--- src/rtl/gpio_pkg.sv ---
// Shared constants, state/mode encodings and small helpers for the GPIO scan master.
package gpio_pkg;

  localparam int ADDR_W = 9;

  localparam logic [ADDR_W-1:0] ADDR_BTN    = 9'd503;
  localparam logic [ADDR_W-1:0] ADDR_SW_LO  = 9'd504;
  localparam logic [ADDR_W-1:0] ADDR_SW_HI  = 9'd505;
  localparam logic [ADDR_W-1:0] ADDR_LED_LO = 9'd506;
  localparam logic [ADDR_W-1:0] ADDR_LED_HI = 9'd507;
  localparam logic [ADDR_W-1:0] ADDR_DIGIT0 = 9'd508;
  localparam logic [ADDR_W-1:0] ADDR_DIGIT1 = 9'd509;
  localparam logic [ADDR_W-1:0] ADDR_DIGIT2 = 9'd510;
  localparam logic [ADDR_W-1:0] ADDR_DIGIT3 = 9'd511;

  typedef enum logic [2:0] {
    ST_IDLE,
    ST_RD_BTN,
    ST_RD_SWL,
    ST_RD_SWH,
    ST_CALC,
    ST_WR
  } state_t;

  typedef enum logic [1:0] {
    MODE_SWITCH   = 2'd0,
    MODE_COUNT    = 2'd1,
    MODE_INVERT   = 2'd2,
    MODE_RESERVED = 2'd3
  } mode_t;

  function automatic logic [2:0] popcount4(input logic [3:0] v);
    return {2'b0, v[0]} + {2'b0, v[1]} + {2'b0, v[2]} + {2'b0, v[3]};
  endfunction

  // Packs the four digit bytes {d3,d2,d1,d0}, each a zero-extended nibble of v.
  function automatic logic [31:0] digits_of(input logic [15:0] v);
    return {4'b0, v[15:12], 4'b0, v[11:8], 4'b0, v[7:4], 4'b0, v[3:0]};
  endfunction

endpackage

--- src/rtl/gpio_scan_master_if.sv ---
// Bus between the scan master and the gpiomem block.
interface gpio_scan_master_if;
  import gpio_pkg::*;

  logic              rw_select;
  logic [ADDR_W-1:0] address;
  logic [7:0]        wr_data;
  logic [7:0]        rd_data;

  modport master (output rw_select, output address, output wr_data, input rd_data);
  modport slave  (input rw_select, input address, input wr_data, output rd_data);
endinterface

--- src/rtl/gpio_poll_timer.sv ---
// Free-running poll divider; ticks once every POLL_DIV enabled clocks.
module gpio_poll_timer #(
  parameter logic [15:0] POLL_DIV = 16'd50000
) (
  input  logic clk,
  input  logic reset,
  input  logic enable,
  output logic tick
);

  logic [15:0] count;

  localparam logic [15:0] LAST = POLL_DIV - 16'd1;

  always_ff @(posedge clk) begin
    if (!reset) begin
      count <= 16'd0;
    end else if (!enable) begin
      count <= 16'd0;
    end else if (count == LAST) begin
      count <= 16'd0;
    end else begin
      count <= count + 16'd1;
    end
  end

  assign tick = enable && (count == LAST);

endmodule

--- src/rtl/gpio_scan_master.sv ---
// Periodically reads buttons/switches from gpiomem and writes LEDs and digits back.
module gpio_scan_master
  import gpio_pkg::*;
#(
  parameter logic [15:0] POLL_DIV = 16'd50000
) (
  input  logic                clk,
  input  logic                reset,
  input  logic                enable,
  input  logic [1:0]          mode,
  gpio_scan_master_if.master  bus,
  output logic                busy,
  output logic [3:0]          btn_event,
  output logic [15:0]         scan_count
);

  state_t          state;
  logic [2:0]      wr_index;
  logic [2:0]      next_index;
  logic [3:0]      btn_new;
  logic [3:0]      btn_prev;
  logic [3:0]      rise;
  logic [7:0]      sw_lo;
  logic [15:0]     sw_full;
  logic [15:0]     press_count;
  logic [15:0]     press_next;
  logic [15:0]     led_val;
  logic [15:0]     digit_src;
  logic [5:0][7:0] calc_bytes;
  logic [5:0][7:0] wr_bytes;
  logic            tick;

  gpio_poll_timer #(.POLL_DIV(POLL_DIV)) u_timer (
    .clk    (clk),
    .reset  (reset),
    .enable (enable),
    .tick   (tick)
  );

  // The high switch byte is on rd_data during CALC, so it feeds the byte calculation directly.
  assign sw_full    = {bus.rd_data, sw_lo};
  assign rise       = btn_new & ~btn_prev;
  assign press_next = press_count + {13'b0, popcount4(rise)};
  assign next_index = wr_index + 3'd1;
  assign busy       = (state != ST_IDLE);

  always_comb begin
    led_val   = sw_full;
    digit_src = sw_full;
    case (mode_t'(mode))
      MODE_COUNT: begin
        led_val   = scan_count;
        digit_src = scan_count;
      end
      MODE_INVERT: begin
        led_val   = ~sw_full;
        digit_src = press_next;
      end
      default: ;
    endcase
  end

  assign calc_bytes = {digits_of(digit_src), led_val};

  always_ff @(posedge clk) begin
    if (!reset) begin
      state         <= ST_IDLE;
      bus.rw_select <= 1'b0;
      bus.address   <= '0;
      bus.wr_data   <= 8'd0;
      btn_event     <= 4'd0;
      scan_count    <= 16'd0;
      press_count   <= 16'd0;
      btn_prev      <= 4'd0;
      btn_new       <= 4'd0;
      sw_lo         <= 8'd0;
      wr_index      <= 3'd0;
      wr_bytes      <= '0;
    end else begin
      btn_event <= 4'd0;
      case (state)
        ST_IDLE: begin
          if (tick) begin
            state       <= ST_RD_BTN;
            bus.address <= ADDR_BTN;
          end
        end
        ST_RD_BTN: begin
          state       <= ST_RD_SWL;
          bus.address <= ADDR_SW_LO;
        end
        ST_RD_SWL: begin
          btn_new     <= bus.rd_data[3:0];
          state       <= ST_RD_SWH;
          bus.address <= ADDR_SW_HI;
        end
        ST_RD_SWH: begin
          sw_lo <= bus.rd_data;
          state <= ST_CALC;
        end
        ST_CALC: begin
          wr_bytes      <= calc_bytes;
          press_count   <= press_next;
          btn_event     <= rise;
          wr_index      <= 3'd0;
          state         <= ST_WR;
          bus.rw_select <= 1'b1;
          bus.address   <= ADDR_LED_LO;
          bus.wr_data   <= calc_bytes[0];
        end
        ST_WR: begin
          if (wr_index == 3'd0) begin
            btn_prev <= btn_new;
          end
          if (wr_index == 3'd5) begin
            scan_count    <= scan_count + 16'd1;
            state         <= ST_IDLE;
            bus.rw_select <= 1'b0;
            bus.address   <= '0;
            bus.wr_data   <= 8'd0;
          end else begin
            wr_index    <= next_index;
            bus.address <= bus.address + 9'd1;
            bus.wr_data <= wr_bytes[next_index];
          end
        end
        default: begin
          state         <= ST_IDLE;
          bus.rw_select <= 1'b0;
          bus.address   <= '0;
          bus.wr_data   <= 8'd0;
        end
      endcase
    end
  end

endmodule

--- src/flat_wrapper.sv ---
// flat-port wrapper written by rule: the top's interface ports become plain ports
module gpio_scan_master_flat import gpio_pkg::*;
#(
  parameter logic [15:0] POLL_DIV = 16'd50000
)
  (clk, reset, enable, mode, busy, btn_event, scan_count, bus_rw_select, bus_address, bus_wr_data, bus_rd_data);
  gpio_scan_master_if bus_i ();
  input  logic clk;
  input  logic reset;
  input  logic enable;
  input  logic [1:0] mode;
  output logic busy;
  output logic [3:0] btn_event;
  output logic [15:0] scan_count;
  output wire logic [$bits(bus_i.rw_select)-1:0] bus_rw_select;
  output wire logic [$bits(bus_i.address)-1:0] bus_address;
  output wire logic [$bits(bus_i.wr_data)-1:0] bus_wr_data;
  input wire logic [$bits(bus_i.rd_data)-1:0] bus_rd_data;
  assign bus_rw_select = bus_i.rw_select;
  assign bus_address = bus_i.address;
  assign bus_wr_data = bus_i.wr_data;
  assign bus_i.rd_data = bus_rd_data;
  gpio_scan_master #(.POLL_DIV(POLL_DIV)) u_core (.clk(clk), .reset(reset), .enable(enable), .mode(mode), .bus(bus_i), .busy(busy), .btn_event(btn_event), .scan_count(scan_count));
endmodule
--- config.mk ---
export PLATFORM = sky130hd
export DESIGN_NAME = gpio_scan_master_flat
export DESIGN_NICKNAME = d
export VERILOG_FILES = /design/src/rtl/gpio_pkg.sv /design/src/rtl/gpio_scan_master_if.sv /design/src/rtl/gpio_poll_timer.sv /design/src/rtl/gpio_scan_master.sv /design/src/flat_wrapper.sv
export SDC_FILE = /design/constraint.sdc
export NUM_CORES = 1
export LEC_CHECK = 0
export CAP_MARGIN = 20
export CORE_MARGIN = 3
export CORE_UTILIZATION = 58
export CTS_CLUSTER_SIZE = 25
export DETAILED_ROUTE_END_ITERATION = 12
export PLACE_DENSITY_LB_ADDON = 0.15
export SLEW_MARGIN = 5
export SYNTH_ARGS = -nofsm -noshare
export SYNTH_HDL_FRONTEND = slang
export SYNTH_SLANG_ARGS = --single-unit
--- constraint.sdc ---
create_clock -name clk -period 3.6 [get_ports clk]
set_input_delay 0.54 -clock clk [delete_from_list [all_inputs] [get_ports clk]]
set_output_delay 0.54 -clock clk [all_outputs]
set_load 0.02 [all_outputs]
# --- Yosys cells after proc, flatten, opt, wreduce, memory -nomap -nowiden ---
# Index checks and enable logic that the tools add are counted.
word_totals:
  input_bits: 13
  out_inout_bits: 39
  register_bits: 124
classes:
  bitwise_logic: 7
  mux: 16
  n_reduce_logical: 14
  add_sub_neg: 8
  eq_ne: 12
  order_cmp: 1
ops:
  columns: ["cell", "n"]
  rows:
  - ["one-hot mux 16 bit (2 select lines)", 2]
  - ["one-hot mux 9 bit (6 select lines)", 1]
  - ["adder 16 x 1 -> 16 bit, second input constant", 2]
  - ["binary-select mux 8 bit (select 3 bit)", 1]
  - ["one-hot mux 8 bit (3 select lines)", 1]
  - ["2-to-1 mux 9 bit", 2]
  - ["one-hot mux 3 bit (6 select lines)", 1]
  - ["adder 16 x 3 -> 16 bit", 1]
  - ["equality test 16 bit, second input constant", 1]
  - ["2-to-1 mux 8 bit", 2]
  - ["NOT 16 bit", 1]
  - ["AND reduction 2 bit", 7]
  - ["adder 9 x 1 -> 9 bit, second input constant", 1]
  - ["equality test 3 bit, second input constant", 3]
  - ["2-to-1 mux 3 bit", 3]
  - ["adder 3 x 1 -> 3 bit", 2]
  - ["equality test 3 x 2 -> 1 bit, second input constant", 2]
  - ["zero test 3 bit", 2]
  - ["one-hot mux 3 bit (2 select lines)", 1]
  - ["AND 4 bit", 1]
  - ["< comparator 3 x 4 -> 1 bit, second input constant", 1]
  - ["!= test 2 x 1 -> 1 bit, second input constant", 2]
  - ["NOT 1 bit", 4]
  - ["NOT 4 bit", 1]
  - ["13 further kinds", 13]

# --- Depth between registers and ports, before layout ---
# Gate-level depths: netlist (run 1).
depth:
  ltp_word: 7
  ltp_mapped: 14
  mapped_depth_nobuf: 13

# --- Modules after synthesis ---
# A second synthesis (run 1) with hierarchy kept.
unflattened:
  cells_unflattened: 742
  hier_area_um2: 6274.8
modules_own_cells:
  columns: ["mod", "area_per_inst_um2", "cells_each", "n_inst", "seq_area_each_um2"]
  rows:
  - ["gpio_scan_master", 5560.3, 662, 1, 2162.1]
  - ["gpio_poll_timer", 714.4, 80, 1, 320.3]

# --- Worst setup path before layout (run 1) ---
# No wires, ideal clock.
synth_path:
  path_kind: "reg-to-reg"
  from: "register u_core.btn_new[1]"
  to: "register u_core.wr_bytes[26] in the netlist's numbering"
  required_time_ns: 3.477
  period_less_slack_ns: 2.871
  path_buffers: 0
  t_arrival_ns: 2.748
  setup_ns: 0.123
  slack_ns: 0.729
  path_stages_with_launch: 14
  cell_sequence: "dfxtp_1 nor2b_1 ha_1 inv_1 fa_1 inv_1 ha_1 inv_1 fa_1 nor2b_1 o21ai_0 xnor2_1 a221oi_1 nor2_1"
synth_via:
  elab_chain_cells: 6
synth_lines:
  columns: ["element", "line_no", "rtl"]
  rows:
  - ["start, declared", "gpio_scan_master.sv:20", "logic [3:0] btn_new;"]
  - ["start signal, assigned", "gpio_scan_master.sv:93", "btn_new <= bus.rd_data[3:0];"]
  - ["AND 4 bit", "gpio_scan_master.sv:42", "assign rise = btn_new & ~btn_prev;"]
  - ["net u_core.rise[1]", "gpio_scan_master.sv:22", "logic [3:0] rise;"]
  - ["adder 1 x 1 -> 2 bit", "gpio_pkg.sv:33", "return {2'b0, v[0]} + {2'b0, v[1]} + {2'b0, v[2]} + {2'b0, v[3]};"]
  - ["adder 3 x 1 -> 3 bit (2 in series)", "gpio_pkg.sv:33", null]
  - ["adder 16 x 3 -> 16 bit", "gpio_scan_master.sv:43", "assign press_next = press_count + {13'b0, popcount4(rise)};"]
  - ["one-hot mux 16 bit (2 select lines)", "gpio_scan_master.sv:50", "case (mode_t'(mode))"]
  - ["end signal, assigned", "gpio_scan_master.sv:102", "wr_bytes <= calc_bytes;"]
  - ["end, declared", "gpio_scan_master.sv:30", "logic [5:0][7:0] wr_bytes;"]
# The timed path passes the listed nets, and every way through them passes these cells.
# A chain may end at the register's enable or synchronous reset.

# --- Final worst setup path (run 1) ---
layout_path:
  from: "register u_core.btn_new[1]"
  to: "register u_core.wr_bytes[42] in the netlist's numbering"
# Same word-level chain as after synthesis.

==> results of run 1 <==
worst max path at each step:
stage / depth (start not counted) / to / slack [ns]
finish: 13 / u_core.wr_bytes[42]$_SDFFE_PN0P_ / 0.33
global route: 13 / u_core.wr_bytes[42]$_SDFFE_PN0P_ / 0.06
CTS: 13 / u_core.wr_bytes[42]$_SDFFE_PN0P_ / 0.33
detailed placement: 13 / u_core.wr_bytes[42]$_SDFFE_PN0P_ / 0.39
global placement: 13 / u_core.wr_bytes[26]$_SDFFE_PN0P_ / 0.53
floorplan: 13 / u_core.wr_bytes[26]$_SDFFE_PN0P_ / 0.73
state kept, by name, indices dropped and copies added, names as in the netlist:
register and flops:
u_core.wr_bytes 32, u_core.press_count 16, u_core.scan_count 16, u_core.u_timer.count 16, u_core.bus.address 9, u_core.bus.wr_data 8, u_core.sw_lo 8, u_core.btn_event 4
u_core.btn_new 4, u_core.btn_prev 4, u_core.state 3, u_core.wr_index 3, u_core.bus.rw_select 1
Yosys cell counts, types with 3 or more instances:
master | instances | area (µm²)
nor2b_1 | 13 | 81.3
xnor2_1 | 28 | 245
o21a_1 | 4 | 30.0
a31oi_1 | 6 | 37.5
or2_2 | 5 | 31.3
and4_1 | 7 | 61.3
and2_1 | 6 | 37.5
buf_2 | 9 | 45.0
nor2_1 | 93 | 349
and3_1 | 13 | 81.3
inv_1 | 32 | 120
or3_1 | 5 | 31.3
a211oi_1 | 4 | 30.0
a32o_1 | 4 | 40.0
o21ai_0 | 34 | 170
o211ai_1 | 3 | 22.5
nand4_1 | 12 | 75.1
a21oi_1 | 52 | 260
nand2b_1 | 12 | 75.1
dfxtp_1 | 124 | 2480
xor2_1 | 26 | 228
nor4b_1 | 3 | 26.3
mux2i_1 | 18 | 180
nand2_1 | 74 | 278
o221ai_1 | 3 | 26.3
ha_1 | 13 | 163
a21boi_0 | 3 | 22.5
mux4_2 | 4 | 90.1
clkbuf_1 | 31 | 116
a221oi_1 | 17 | 149
nand3b_1 | 3 | 22.5
o31a_1 | 4 | 35.0
o31ai_1 | 4 | 30.0
nand3_1 | 30 | 150
nor3_1 | 17 | 85.1
through the flow:
step | utilization [%] | instance area (µm²) | hold slack (ns) | worst slack (ns)
global placement | 65.9 | 6900 | 0.423 | 0.529
floorplan | - | 6320 | 0.413 | 0.729
detailed placement | 65.9 | 6900 | 0.434 | 0.389
finish | 71.4 | 7470 | 0.439 | 0.327
global route | 71.4 | 7470 | 0.465 | 0.0602
CTS | 71.4 | 7470 | 0.442 | 0.328
power by group:
| part | internal, W | switching (W) | leakage (nW) |
|---|---|---|---|
| clock | 0.00107 | 0.000585 | 0.292 |
| combinational | 0.000177 | 0.000224 | 1.35 |
| sequential | 0.00142 | 0.0000741 | 0.999 |
| total | 0.00267 | 0.000883 | 2.64 |
logic make-up (layout without fill, tap and decap cells):
group / after synthesis / after routing / synth area share, %
AND/OR/NAND/NOR: 307 / 307 / 24.2
AO/OA/AOI/OAI: 158 / 158 / 16.6
flip-flops: 124 / 124 / 39.3
buffers and inverters: 78 / 125 / 4.95
XOR/XNOR: 54 / 54 / 7.49
multiplexers: 22 / 22 / 4.28
adder cells (fa/ha/maj): 15 / 15 / 3.21
worst max-delay path, delay by kind of cell, from the launching register on:
kind / cells / cell delay [ns]
fa+ha+maj: 4 / 1.26
buf+inv: 3 / 0.21
simple gates: 2 / 0.47
flops: 1 / 0.34
compound gates: 4 / 0.87
per-layer routing:
| metal | vias up | wire length (µm) | global-route usage, % |
|---|---|---|---|
| li1 | 2728 | - | - |
| met1 | 2763 | 7190 | 38.9 |
| met2 | 250 | 7820 | 45.2 |
| met3 | 46 | 1390 | 7.40 |
| met4 | 0 | 453 | 12.0 |
| met5 | - | 0 | 0 |
layout make-up:
| cell class | instances | area, µm² | area share, % |
|---|---|---|---|
| Clock buffer | 25 | 494 | 6.61 |
| Clock inverter | 7 | 85.1 | 1.14 |
| Inverter | 33 | 124 | 1.66 |
| Multi-Input combinational cell | 556 | 3530 | 47.2 |
| Sequential cell | 124 | 2480 | 33.2 |
| Tap cell | 136 | 170 | 2.28 |
| Timing Repair Buffer | 60 | 591 | 7.90 |
==> results.py, run 1 <==
metrics = {
    "outcome": {
        "status": "completed",
    },
    "routing": {
        "vias": 5787,
        "viasPerCell": 6.15,
        "drc": 0,
        "final_antenna_net_count": 0,
        "drt_iter0_drc": 622,
        "dr.pass1.iters": 6,
        "post_drt_wl_per_cell_um": 17.9,
        "routed_wl_mm": 16.9,
    },
    "die": {
        "dieArea_um2": 12200,
        "die_h_um": 110,
        "core_um2": 10500,
        "rows": 37,
        "die_w_um": 110,
        "io_pins": 52,
        "start_util_pct": 60.4,
    },
    "grt": {
        "grt_pass1_vias": 5506,
        "overflow": 0,
        "antenna_found_initial": 0,
        "grt_max_degree": 53,
        "grt_pass1_wl_mm": 27.4,
        "grtUsageTotal_pct": 29.2,
    },
    "setup_path": {
        "cp_slowest_stage_delay_ns": 0.42,
        "required_ns": 4.01,
        "cpMostUsedCell": "inv_1",
        "r2r_start": "u_core.btn_new[1]$_SDFFE_PN0P_",
        "r2r_end": "u_core.wr_bytes[42]$_SDFFE_PN0P_",
        "crit_slowest_cell": "fa_1",
        "arrival_ns": 3.68,
        "start_kind": "flip-flop",
        "reg2reg_depth": 13,
        "worst-path-max-fanout": 5,
        "reg2reg_setup_slack_ns": 0.33,
        "criticalPathCategory": "flip-flop to flip-flop",
        "crit_start": "u_core.btn_new[1]$_SDFFE_PN0P_",
        "path_cells": "nor2b_1, ha_1, inv_1, fa_1, inv_1, ha_1, inv_1, fa_1, nor2b_1, o21ai_0, o21a_1, o21ai_0, a21oi_1",
        "cp-end-kind": "flip-flop",
    },
    "cells_and_area": {
        "layout.cells.most_common_list": "124 x dfxtp_1, 93 x nor2_1, 74 x nand2_1",
        "drive_above_1_share_pct": 7.45,
        "final_common_cell": "dfxtp_1",
        "synthToLayoutAreaGrowth_pct": 18.3,
        "fillers": 816,
        "diodes": 0,
        "layout.cells.non_filler": 941,
        "finalNetCount": 820,
    },
    "clock_tree": {
        "ctsResizeCount": 0,
        "path_clk_slew_ns": 0.06,
        "holdBufCountCts": 0,
        "root_buffer": "clkbuf_8",
        "clk_path_buf_depth": 2,
        "ctsHtreeMaxLevel": 4,
        "cts_setup_buffers": 0,
        "cts_buffers": 17,
        "cts_tree": "built",
        "insertion_delay_ns": 0.53,
        "cts_sinks": 124,
    },
    "synthesis": {
        "synth_cell_types": 63,
        "synth-async-reset-ratio_pct": 0,
        "syn-num-nets": 786,
        "ys_warn_count": 0,
        "syn_inst": 758,
        "ys_ff_latch": 124,
        "syn-cell-area_um2": 6320,
        "ys_seq_area_share_pct": 39.3,
        "syn_area_per_cell_um2": 8.34,
        "synth_top_flop_cell": "dfxtp_1",
        "synth_edf_count": 0,
    },
    "timing": {
        "report.final.slew_viol_count": 0,
        "hold_viol": 0,
        "finalCritPeriodShare_pct": 90.9,
        "worst_pin_slew_ns": 0.973,
        "fin_skew_ns": 0.00697,
        "fin_tns_setup_ns": 0,
        "fmax_mhz": 306,
        "grt_setup_unrepaired": "no",
        "min_period_ns": 3.27,
        "finalSetupViolCount": 0,
        "maxSlewHeadroom_pct": 35.1,
    },
    "power_and_ir_drop": {
        "power_leakage_nw": 2.64,
        "powerDensity_nw_per_um2": 476,
        "ir_drop_mv": 0.302,
        "finalPower_w": 0.00355,
    },
    "min_path": {
        "min-delay-start": "u_core.u_timer.count[0]$_SDFF_PP0_",
        "hp-class": "flip-flop to flip-flop",
        "holdPathStages": 1,
        "hold_path_end": "u_core.u_timer.count[0]$_SDFF_PP0_",
    },
    "place": {
        "place_congestion": 0.909,
        "portBuffers": 51,
        "dp_hpwl_mm": 11.5,
        "dp.cells": 909,
    },
    "job": {
        "cap_violations": 0,
    },
}
Power figures use the tool's default switching activity.
==> inputs of run 2 (changes only) <==
--- a/config.mk
+++ b/config.mk
@@ -7,7 +7,7 @@
 export LEC_CHECK = 0
 export CAP_MARGIN = 20
 export CORE_MARGIN = 3
-export CORE_UTILIZATION = 58
+export CORE_UTILIZATION = 53
 export CTS_CLUSTER_SIZE = 25
 export DETAILED_ROUTE_END_ITERATION = 12
 export PLACE_DENSITY_LB_ADDON = 0.15
==> constraint.sdc (replaced) <==
create_clock -name clk -period 2.8 [get_ports clk]
set_input_delay 0.42 -clock clk [delete_from_list [all_inputs] [get_ports clk]]
set_output_delay 0.42 -clock clk [all_outputs]
set_load 0.02 [all_outputs]
==> run 2 against run 1 <==
Compared with the run above: the run now ends with setup timing left; sequential power rose by 29%; global-route usage fell by 2.6 points; sequential cell count did not move; critical path type unchanged; power rose by 25%; die area rose by 8.9%; clock-buffer cell count fell by 2; routed wire length rose by 2.8%; fmax rose by 15%; final cell count rose by 3.1%.
==> results.py, run 2 (synthesized netlist as in run 1, its figures left out) <==
metrics = {
    "outcome": {
        "status": "finished, violations left",
        "violations": "setup timing",
    },
    "setup_path": {
        "worst-path-max-fanout": 5,
        "cp_slowest_stage_delay_ns": 0.41,
        "cp-end-kind": "flip-flop",
        "criticalPathCategory": "flip-flop to flip-flop",
        "required_ns": 3.15,
        "arrival_ns": 3.19,
        "path_cells": "nor2b_4, ha_4, inv_2, fa_2, inv_2, ha_4, ha_2, o211ai_2, or2_4, nor4_1, o21ai_0, a31oi_1",
        "reg2reg_setup_slack_ns": -0.04,
        "start_kind": "flip-flop",
        "crit_slowest_cell": "ha_2",
    },
    "timing": {
        "finalSetupViolCount": 7,
        "grt_setup_unrepaired": "yes",
        "fmax_mhz": 353,
        "layout_setup_ws_ns": -0.0365,
        "maxSlewHeadroom_pct": 41.6,
        "report.final.slew_viol_count": 0,
        "hold_viol": 0,
        "fin_skew_ns": 0.00833,
        "min_period_ns": 2.84,
        "worst_pin_slew_ns": 0.876,
        "fin_tns_setup_ns": -0.131,
        "finalCritPeriodShare_pct": 101,
    },
    "clock_tree": {
        "cts_tree": "built",
        "cts_buffers": 17,
        "root_buffer": "clkbuf_16",
        "path_clk_slew_ns": 0.05,
        "insertion_delay_ns": 0.42,
        "cts_sinks": 124,
        "ctsHtreeMaxLevel": 4,
        "clk_path_buf_depth": 2,
    },
    "routing": {
        "drt_iter0_drc": 565,
        "dr.pass1.iters": 5,
        "post_drt_wl_per_cell_um": 17.9,
        "final_antenna_net_count": 0,
        "wl_met1_mm": 7.50,
        "viasPerCell": 5.99,
        "routed_wl_mm": 17.3,
        "top_layer_used": "met4",
        "vias": 5808,
        "route.met3.wl_mm": 1.18,
        "drc": 0,
        "wl_met2_mm": 8.30,
    },
    "die": {
        "dieArea_um2": 13300,
        "rows": 39,
        "die_h_um": 115,
        "die_w_um": 115,
        "io_pins": 52,
        "core_um2": 11500,
        "start_util_pct": 54.9,
    },
    "power_and_ir_drop": {
        "power_frac_clock_pct": 43.9,
        "p_seq_share_pct": 43.3,
        "powerDensity_nw_per_um2": 571,
        "switching_share_pct": 26.0,
        "power.switching_w": 0.00116,
        "power.internal_w": 0.00330,
        "p_comb_share_pct": 12.8,
        "ir_drop_mv": 0.447,
        "power_leakage_nw": 2.76,
    },
    "min_path": {
        "hp-class": "flip-flop to flip-flop",
    },
    "place": {
        "dp_hpwl_mm": 12.2,
        "portBuffers": 51,
        "dp.cells": 935,
        "place_area_um2": 7050,
        "place_congestion": 0.917,
        "place_ws_ns": -0.189,
    },
    "cells_and_area": {
        "drive_above_1_share_pct": 14.1,
        "largest_reg_flops": 32,
        "diodes": 0,
        "layout.cells.non_filler": 970,
        "synthToLayoutAreaGrowth_pct": 23.5,
        "finalNetCount": 843,
        "top_register": "u_core.wr_bytes",
        "fin_area_um2": 7800,
        "final_common_cell": "dfxtp_1",
        "layout.cells.most_common_list": "121 x dfxtp_1, 93 x nor2_1, 74 x nand2_1",
    },
    "grt": {
        "grt_pass1_vias": 5413,
        "grtUsageTotal_pct": 26.6,
        "grt_max_degree": 52,
        "antenna_found_initial": 0,
        "grt_pass1_wl_mm": 27.4,
        "overflow": 0,
    },
    "job": {
        "cap_violations": 0,
    },
}
run 2: cell types whose count changed in the layout (fill, tap and decap cells not counted), sizes merged:
cell	change
buf	+23
bufinv	-2
clkbuf	-2
clkinv	+2
clkinvlp	+1
run 2: timing repair:
item,CTS,global route
hold buffers,0,0
pin swaps,4,22
gates resized for setup,21,26
buffers inserted,2,2
cloned,0,0
endpoints found under the setup margin,23,26
run 2: path summary, 6_finish.rpt:
check	endpoint	cells after the start	start
setup / recovery	u_core.wr_bytes[43]$_SDFFE_PN0P_	12	u_core.btn_new[0]$_SDFFE_PN0P_
hold / removal	u_core.u_timer.count[0]$_SDFF_PP0_	1	u_core.u_timer.count[0]$_SDFF_PP0_
setup reg to reg	u_core.wr_bytes[43]$_SDFFE_PN0P_	12	u_core.btn_new[0]$_SDFFE_PN0P_
hold reg to reg	u_core.u_timer.count[0]$_SDFF_PP0_	1	u_core.u_timer.count[0]$_SDFF_PP0_
run 2: power groups by stage:
stage / logic (W) / clock network, W / registers, W
floorplan: 0.000280 / 0 / 0.00198
global placement: 0.000521 / 0 / 0.00195
detailed placement: 0.000527 / 0 / 0.00196
CTS: 0.000539 / 0.00198 / 0.00192
global route: 0.000612 / 0.00205 / 0.00194
finish: 0.000568 / 0.00195 / 0.00193
run 2: layer usage:
layer / GRT usage (%) / vias to the layer above
met5: 0 / -
met4: 8.37 / 0
met3: 6.32 / 34
met2: 42.5 / 213
met1: 35.7 / 2782
li1: - / 2779
run 2: area by class of cell:
| cell class | count | area [µm²] |
|---|---|---|
| flip-flops and latches | 124 | 2490 |
| well taps | 143 | 179 |
| fillers | 967 | 3710 |
| multi-input cells | 556 | 3710 |
| clock buffers | 23 | 488 |
| inverters | 33 | 126 |
| clock inverters | 8 | 42.5 |
| repair buffers | 83 | 767 |
run 2: through the flow:
stage | utilization [%] | power, W | hold slack (ns)
CTS | 66.6 | 0.00445 | 0.447
finish | 67.7 | 0.00445 | 0.446
detailed placement | 61.2 | 0.00248 | 0.440
global route | 67.7 | 0.00461 | 0.470
floorplan | - | 0.00226 | 0.413
global placement | 61.2 | 0.00248 | 0.426
run 2: worst max-delay path: cells and delay by family (launching register included):
family / cells / cell delay (ns)
adders and majority gates: 4 / 0.96
DFF: 1 / 0.34
AOI/OAI and AO/OA: 3 / 0.51
and+or+nand+nor: 3 / 0.85
buffers and inverters: 2 / 0.10
==> inputs of run 3 (changes only) <==
--- a/config.mk
+++ b/config.mk
@@ -7,9 +7,11 @@
 export LEC_CHECK = 0
 export CAP_MARGIN = 20
 export CORE_MARGIN = 3
-export CORE_UTILIZATION = 53
+export CORE_UTILIZATION = 55
+export CTS_BUF_LIST = sky130_fd_sc_hd__clkbuf_8
 export CTS_CLUSTER_SIZE = 25
 export DETAILED_ROUTE_END_ITERATION = 12
+export GPL_ROUTABILITY_DRIVEN = 0
 export PLACE_DENSITY_LB_ADDON = 0.15
 export SLEW_MARGIN = 5
 export SYNTH_ARGS = -nofsm -noshare
==> run 3 against run 2 <==
Compared with the run above: die area is 3.4% lower; the run now ends clean; routed wire length down 1.1%; fmax rose by 2.2%; core utilization is 2.0 points higher; worst hold slack worse by 0.00078 ns; final cell count fell by 0.31%; critical path type unchanged; sequential power barely moved; non-clock buffer count shrank 1; global-route usage rose by 0.67 points; clock-buffer cell count fell by 6.
==> results.py, run 3 (synthesized netlist as in run 1, its figures left out) <==
metrics = {
    "outcome": {
        "status": "completed",
    },
    "routing": {
        "drt_iter0_drc": 646,
        "post_drt_wl_per_cell_um": 17.7,
        "routed_wl_mm": 17.1,
        "dr.pass1.iters": 5,
        "final_antenna_net_count": 0,
        "viasPerCell": 6.02,
        "drc": 0,
        "vias": 5820,
    },
    "clock_tree": {
        "cts_tree": "built",
        "holdBufCountCts": 0,
        "clk_path_buf_depth": 2,
        "cts_sinks": 124,
        "path_clk_slew_ns": 0.07,
        "root_buffer": "clkbuf_8",
        "insertion_delay_ns": 0.45,
        "cts_buffers": 17,
        "ctsHtreeMaxLevel": 4,
    },
    "cells_and_area": {
        "finalNetCount": 842,
        "multi_input_area_um2": 3670,
        "drive_above_1_share_pct": 13.3,
        "synthToLayoutAreaGrowth_pct": 21.8,
        "fin_area_um2": 7700,
        "layout.cells.most_common_list": "121 x dfxtp_1, 93 x nor2_1, 74 x nand2_1",
        "diodes": 0,
        "top_register": "u_core.wr_bytes",
        "final_common_cell": "dfxtp_1",
        "fillers": 871,
        "final-seq-area_um2": 2490,
        "largest_reg_flops": 32,
    },
    "die": {
        "core_um2": 11000,
        "die_w_um": 113,
        "rows": 38,
        "die_h_um": 113,
        "start_util_pct": 57.3,
        "dieArea_um2": 12800,
        "io_pins": 52,
    },
    "grt": {
        "grt_pass1_vias": 5490,
        "grt_pass1_wl_mm": 27.9,
        "overflow": 0,
        "antenna_found_initial": 0,
        "grt_max_degree": 53,
        "grtUsageTotal_pct": 27.3,
    },
    "setup_path": {
        "arrival_ns": 3.15,
        "required_ns": 3.18,
        "cp-end-kind": "flip-flop",
        "criticalPathCategory": "flip-flop to flip-flop",
        "start_kind": "flip-flop",
        "worst-path-max-fanout": 5,
    },
    "timing": {
        "grt_setup_unrepaired": "yes",
        "hold_viol": 0,
        "maxSlewHeadroom_pct": 57.7,
        "finalCritPeriodShare_pct": 99.1,
        "worst_pin_slew_ns": 0.631,
        "layout_setup_ws_ns": 0.0248,
        "worst_hold_slack_ns": 0.445,
        "fmax_mhz": 360,
        "min_period_ns": 2.78,
        "finalSetupViolCount": 0,
        "report.final.slew_viol_count": 0,
        "fin_skew_ns": 0.00779,
    },
    "job": {
        "cap_violations": 0,
    },
    "power_and_ir_drop": {
        "powerDensity_nw_per_um2": 575,
        "power_leakage_nw": 2.73,
        "ir_drop_mv": 0.444,
    },
    "place": {
        "portBuffers": 51,
        "place_ws_ns": -0.142,
        "place_area_um2": 7040,
        "dp_hpwl_mm": 11.8,
    },
    "min_path": {
        "hp-class": "flip-flop to flip-flop",
    },
}
run 3: changes by cell type in the layout (fill, tap and decap cells not counted), moves of 3 or more:
| cell | change |
|---|---|
| inv_1 | +3 |
| bufinv_16 | +7 |
| clkbuf_16 | -17 |
| clkbuf_8 | +13 |
| nor3_2 | -3 |
| nor3_1 | +3 |
run 3: layout make-up:
type	count	area share [%]
Clock inverter	15	3.27
Timing Repair Buffer	82	9.82
Sequential cell	124	32.3
Multi-Input combinational cell	556	47.7
Inverter	33	1.61
Clock buffer	17	3.04
Tap cell	140	2.28
run 3: worst paths after layout:
| path | cells past startpoint | startpoint | endpoint | slack [ns] |
|---|---|---|---|---|
| worst max-delay path | 14 | u_core.btn_new[1]$_SDFFE_PN0P_ | u_core.wr_bytes[32]$_SDFFE_PN0P_ | 0.02 |
| worst min-delay path | 1 | u_core.u_timer.count[0]$_SDFF_PP0_ | u_core.u_timer.count[0]$_SDFF_PP0_ | 0.45 |
| worst max register to register | 14 | u_core.btn_new[1]$_SDFFE_PN0P_ | u_core.wr_bytes[32]$_SDFFE_PN0P_ | 0.02 |
| worst min register to register | 1 | u_core.u_timer.count[0]$_SDFF_PP0_ | u_core.u_timer.count[0]$_SDFF_PP0_ | 0.45 |
run 3: per-stage QoR:
step / TNS, ns / std cells / utilization, % / power (W)
after detailed placement: -0.894 / 932 / 63.8 / 0.00249
after global placement: -0.475 / 932 / 63.8 / 0.00248
after global routing: -0.450 / 967 / 69.8 / 0.00459
after CTS: -0.201 / 967 / 69.2 / 0.00443
final: 0 / 967 / 69.8 / 0.00443
after floorplan: -0.0347 / 758 / - / 0.00226
run 3: timing repair:
item | 4_1_cts | 5_1_grt
pin swaps | 18 | 16
setup endpoints to repair | 16 | 26
gates resized for setup | 23 | 14
setup buffers | 3 | 1
run 3: power breakdown:
| part | internal [W] | leakage, nW | switching [W] | total (W) |
|---|---|---|---|---|
| sequential | 0.00183 | 1.00 | 0.0000958 | 0.00192 |
| combinational | 0.000253 | 1.48 | 0.000315 | 0.000567 |
| clock | 0.00122 | 0.250 | 0.000712 | 0.00194 |
run 3: worst max-delay path, cell delays in order (launching register included):
cell and delay, ns:
dfxtp_2 0.33, nor2b_4 0.16, ha_4 0.21, inv_2 0.05
fa_2 0.43, inv_2 0.08, ha_4 0.13, inv_2 0.03
fa_2 0.34, nor2b_1 0.12, buf_4 0.15, o211ai_1 0.15
xnor2_1 0.28, nand2_1 0.09, a31oi_1 0.16
run 3: per-layer routing:
layer	vias to the layer above	part of all wire, %	GRT usage, %
met5	-	0	0
met4	0	2.5	12.0
met3	40	8.8	5.35
met2	279	46	42.7
met1	2728	43	36.5
li1	2773	-	-
